==> src/rtl/wb_regfile_hilo.sv <==
// wb_regfile_hilo: writeback select, 32x32 register file with Hi/Lo, bypassed reads and retire counter
module wb_regfile_hilo #(
  parameter logic [4:0] MIN_VAL_REG = 5'd2,
  parameter logic [4:0] MIN_IDX_REG = 5'd3
) (
  input  logic        Clk,
  input  logic        Reset,
  input  logic [31:0] WB_Instruction,
  input  logic [31:0] WB_PCAdd4,
  input  logic [31:0] WB_DataMemOut,
  input  logic [31:0] WB_ALUOut,
  input  logic [31:0] WB_HiLoOut,
  input  logic [63:0] WB_MaddOut,
  input  logic [4:0]  WB_WriteRegCarry,
  input  logic        WB_MemToReg,
  input  logic        WB_Jal_Mux,
  input  logic        WB_HiLo_WB,
  input  logic        WB_RegWrite,
  input  logic [1:0]  WB_BitsIn,
  input  logic        WB_SEL_Madd,
  input  logic        WB_WriteDataHi,
  input  logic        WB_WriteDataLo,
  input  logic [31:0] WB_minVal,
  input  logic [31:0] WB_sad_add_d0_out,
  input  logic        WB_minRegWrite,
  input  logic [4:0]  ReadReg1,
  input  logic [4:0]  ReadReg2,
  output logic [31:0] ReadData1,
  output logic [31:0] ReadData2,
  output logic [31:0] HiOut,
  output logic [31:0] LoOut,
  output logic [31:0] WbData,
  output logic [31:0] RetireCount
);
  logic [31:0] rf [32];
  logic [31:0] hi, lo, cnt, load_val, hi_nxt, lo_nxt;
  logic a_en, v_en, i_en;
  assign a_en = WB_RegWrite && WB_WriteRegCarry != 5'd0;
  assign v_en = WB_minRegWrite && MIN_VAL_REG != 5'd0;
  assign i_en = WB_minRegWrite && MIN_IDX_REG != 5'd0;
  assign hi_nxt = WB_SEL_Madd ? WB_MaddOut[63:32] : WB_ALUOut;
  assign lo_nxt = WB_SEL_Madd ? WB_MaddOut[31:0] : WB_ALUOut;
  assign RetireCount = cnt;
  always_comb begin
    load_val = WB_BitsIn == 2'b00 ? WB_DataMemOut :
               WB_BitsIn == 2'b01 ? {{16{WB_DataMemOut[15]}}, WB_DataMemOut[15:0]} :
               WB_BitsIn == 2'b10 ? {{24{WB_DataMemOut[7]}}, WB_DataMemOut[7:0]} :
                                    {24'd0, WB_DataMemOut[7:0]};
    WbData = WB_Jal_Mux ? WB_PCAdd4 : WB_HiLo_WB ? WB_HiLoOut : WB_MemToReg ? load_val : WB_ALUOut;
  end
  // Min-result port outranks the normal writeback port, both here and in the commit below
  function automatic logic [31:0] rd(input logic [4:0] a);
    return a == 5'd0 ? '0 :
           Reset ? rf[a] :
           (i_en && a == MIN_IDX_REG) ? WB_sad_add_d0_out :
           (v_en && a == MIN_VAL_REG) ? WB_minVal :
           (a_en && a == WB_WriteRegCarry) ? WbData : rf[a];
  endfunction
  assign ReadData1 = rd(ReadReg1);
  assign ReadData2 = rd(ReadReg2);
  assign HiOut = (!Reset && WB_WriteDataHi) ? hi_nxt : hi;
  assign LoOut = (!Reset && WB_WriteDataLo) ? lo_nxt : lo;
  always_ff @(posedge Clk) begin
    if (Reset) begin
      for (int i = 0; i < 32; i++) rf[i] <= '0;
      hi <= '0;
      lo <= '0;
      cnt <= '0;
    end else begin
      if (a_en) rf[WB_WriteRegCarry] <= WbData;
      if (v_en) rf[MIN_VAL_REG] <= WB_minVal;
      if (i_en) rf[MIN_IDX_REG] <= WB_sad_add_d0_out;
      if (WB_WriteDataHi) hi <= hi_nxt;
      if (WB_WriteDataLo) lo <= lo_nxt;
      if (WB_Instruction != '0) cnt <= cnt + 32'd1;
    end
  end
endmodule

==> config.mk <==
export PLATFORM = sky130hd
export DESIGN_NAME = wb_regfile_hilo
export DESIGN_NICKNAME = d
export VERILOG_FILES = /design/src/rtl/wb_regfile_hilo.sv
export SDC_FILE = /design/constraint.sdc
export NUM_CORES = 2
export LEC_CHECK = 0
export CAP_MARGIN = 20
export CELL_PAD_IN_SITES_DETAIL_PLACEMENT = 1
export CELL_PAD_IN_SITES_GLOBAL_PLACEMENT = 1
export CORE_MARGIN = 5
export CORE_UTILIZATION = 43
export DETAILED_ROUTE_END_ITERATION = 16
export PLACE_DENSITY = 0.74
export SLEW_MARGIN = 20
export SYNTH_ARGS = -nofsm -noshare
export SYNTH_HDL_FRONTEND = slang
export SYNTH_SLANG_ARGS = --single-unit
==> constraint.sdc <==
create_clock -name Clk -period 3.16 [get_ports Clk]
set_clock_uncertainty 0.2 [all_clocks]
set_input_delay 0.632 -clock Clk [delete_from_list [all_inputs] [get_ports Clk]]
set_output_delay 0.632 -clock Clk [all_outputs]
set_load 0.1 [all_outputs]
==> reports/qor.csv <==
metric,value,unit
insertion_delay,0.79,ns
num_vias,59800,
core_area,141000,µm²
placedCellCount,7809,
seq_power_share,38.7,%
cts_hold_buffers,0,
synth_area,61100,µm²
place_congestion,0.976,
cp.required,2.33,ns
power.density,516,nW/µm²
crit_slowest_cell,a22oi_1,
drc,0,
num_io_pins,507,
grt_pass1_vias,58700,
p_int,0.0306,W
critPathKind,input port to output pin,
area_growth,44.9,%
cpPeakStageDelay,0.48,ns
grt_start_max_net_pins,65,
synth_largest_area_cell,edfxtp_1,
finish.utilization,62.6,%
syn-mean-instance-area,12.2,µm²
clockBufferDepth,3,
multiInputGateArea,30000,µm²
rsz0062_at_grt,true,
drv_slew,0,
seq_area,32700,µm²
netlist_instances,5000,
drive_above_1_share,38.8,%
timing.slew.headroom,47.5,%
synth-seq-area-share,53.5,%
ys_types,78,
startpoint_type,input port,
root_buffer,clkbuf_16,
rows,138,
start_util,43.2,%
cp_max_fo,7,
critPathArrivalTime,3.24,ns
crit_cells,13,
combPwrFrac,27.2,%
n_fill_cell,13200,
p_sw,0.0151,W
min_path_type,input port to register,
violations,negative setup slack,
grt-ovfl-total,0,
crit_family,buffers and inverters,
finalSetupViolations,67,
finalHoldViolCount,0,
max_freq,246,MHz
grt_pass1_wl,448000,µm
r2r_cells,6,
worst_pin_slew,0.787,ns
ys_ff_latch,1120,
end_kind,output pin,
synth.top_cells.by_area,"edfxtp_1, mux4_2, nor2_1, mux2i_1, dfxtp_1",
ys.flop_type,edfxtp_1,
power_frac_clock,34.1,%
p_leak,33.1,nW
numCtsBuffers,118,
wire_per_inst,42.5,µm
synth_edf_count,1024,
dieWidth,387,µm
path_buf_inv,7,
cts_tree,built,
path_cells,"buf_16, buf_12, buf_16, buf_8, nor2b_1, buf_4, a22oi_1, nand3_1, o211ai_1, buf_4, nor3b_4, o21ai_4, buf_12",
dr.first_iter.drc_count,9878,
htree_num_levels,3,
ant_nets,0,
finalCritPeriodShare,129,%
first_pass_iters,8,
die_area,150000,µm²
grt_use_total,41.5,%
synth_top_area_share,50.3,%
cts.reportedPaths.clkPinSlew,0.07,ns
layout.cells.non_filler,8288,
clkSinkCount,1120,
period_needed,4.07,ns
status,"complete, but fails checks",
p_sw_share,33.1,%
dieHeight,387,µm
grt_antenna_before_repair,37,
wirelength,352000,µm
yosysWarnings,0,
dp.final_hpwl,217000,µm
numPortBuffers,506,
nets,6578,
cap_viol_max_count,0,
ys_async_sr_fraction,0,%
worstHoldPathCells,1,
via_per_inst,7.22,
ir_drop,0.454,mV
setup_ws,-0.913,ns
layout by cell type, fill, tap and decap left out, types with 21 or more instances in the layout:
cell,instances
a211oi_1,65
a21oi_1,118
a21oi_2,37
a21oi_4,22
a221oi_1,23
a221oi_2,37
a221oi_4,22
a22oi_1,32
buf_12,377
buf_16,35
buf_4,759
buf_6,117
buf_8,22
clkbuf_1,27
clkbuf_16,127
clkdlybuf4s50_1,277
clkinv_1,25
conb_1,32
dfxtp_1,96
diode_2,30
edfxtp_1,1024
inv_1,23
mux2i_1,338
mux2i_2,24
mux2i_4,23
mux4_2,400
nand2_1,237
nand2_2,53
nand3_1,24
nor2_1,1077
nor2_4,22
nor2b_1,42
o211ai_1,38
o21ai_0,90
o21ai_1,99
o21ai_4,21
o22ai_1,23
o22ai_4,28
xnor2_1,22
state kept, by name, indices dropped and copies added (netlist names):
signal	cells
hi	32
RetireCount	32
rf	1024
lo	32
power by group through the flow:
stage | clock network (W) | registers, W | logic, W
global placement | 0 | 0.0177 | 0.0102
global route | 0.0161 | 0.0177 | 0.0124
detailed placement | 0 | 0.0178 | 0.0104
floorplan | 0 | 0.0176 | 0.00550
CTS | 0.0151 | 0.0175 | 0.0113
finish | 0.0156 | 0.0177 | 0.0124
through the flow:
stage / hold WS, ns / total power [W] / setup slack [ns] / setup TNS (ns) / cell area (µm²)
6_report: 0.0253 / 0.0457 / -0.913 / -37.66 / 88500
2_1_floorplan: 0.263 / 0.0231 / -0.388 / -37.47 / 62800
5_1_grt: 0.0284 / 0.0462 / -0.808 / -35.94 / 88500
3_5_place_dp: 0.283 / 0.0281 / -1.02 / -256.99 / 78100
3_3_place_gp: 0.270 / 0.0278 / -0.996 / -205.69 / 78100
4_1_cts: 0.0101 / 0.0438 / -0.604 / -27.70 / 86500
cells by family after synthesis:
logic type,Yosys count,synth area share [%]
buffers and inverters,555,4.31
muxes,814,21.6
xor gates and xnor gates,35,0.502
AOI/OAI and AO/OA,868,9.34
adders and majority gates,1,0.0205
other,1,0.00614
DFF,1120,53.5
and+or+nand+nor,1606,10.8
Yosys cell counts, types with 10 or more instances:
| cell | instances |
|---|---|
| edfxtp_1 | 1024 |
| clkbuf_1 | 314 |
| buf_8 | 10 |
| nand4_1 | 14 |
| nor2_1 | 1103 |
| o21ai_0 | 216 |
| buf_4 | 36 |
| nor3b_1 | 10 |
| o22ai_1 | 70 |
| mux4_2 | 400 |
| buf_2 | 102 |
| a211oi_1 | 79 |
| o211ai_1 | 38 |
| mux2_2 | 29 |
| o221ai_1 | 37 |
| inv_1 | 44 |
| nand3_1 | 32 |
| dfxtp_1 | 96 |
| nor2b_1 | 45 |
| a22oi_1 | 48 |
| nand2b_1 | 23 |
| xnor2_1 | 26 |
| a221oi_1 | 79 |
| nor3_1 | 17 |
| o31ai_1 | 14 |
| o22a_1 | 20 |
| or3_1 | 10 |
| buf_6 | 21 |
| mux2i_1 | 385 |
| nor4_1 | 11 |
| buf_1 | 20 |
| nand2_1 | 299 |
| a21oi_1 | 177 |
worst paths after layout:
| kind | start | endpoint | slack [ns] |
|---|---|---|---|
| worst max-delay path | ReadReg1[0] | ReadData1[21] | -0.91 |
| worst min-delay path | Reset | rf[0][31]$_SDFFCE_PN0P_ | 0.03 |
| worst max register to register | RetireCount[17]$_SDFFE_PP0P_ | RetireCount[31]$_SDFFE_PP0P_ | 0.53 |
| worst min register to register | lo[6]$_SDFFE_PP0P_ | lo[6]$_SDFFE_PP0P_ | 0.29 |
timing repair:
action / in CTS / in global routing
pin swaps: 145 / 123
cloned: 23 / 6
setup endpoints to repair: 96 / 108
gates resized for setup: 595 / 272
setup buffers: 143 / 93
cell type report:
class / count / area share [%]
Clock buffer: 152 / 3.60
Clock inverter: 74 / 1.03
Antenna cell: 30 / 0.0848
Inverter: 49 / 0.256
Tap cell: 1890 / 2.67
Multi-Input combinational cell: 3356 / 33.9
Sequential cell: 1120 / 36.9
Timing Repair Buffer: 1617 / 21.6
layer usage:
| layer | global-route usage, % | part of all wire (%) |
|---|---|---|
| met5 | 0 | 0.042 |
| met2 | 66.6 | 44 |
| met4 | 27.4 | 11 |
| met3 | 14.6 | 15 |
| met1 | 47.0 | 30 |
Power figures use the tool's default switching activity.
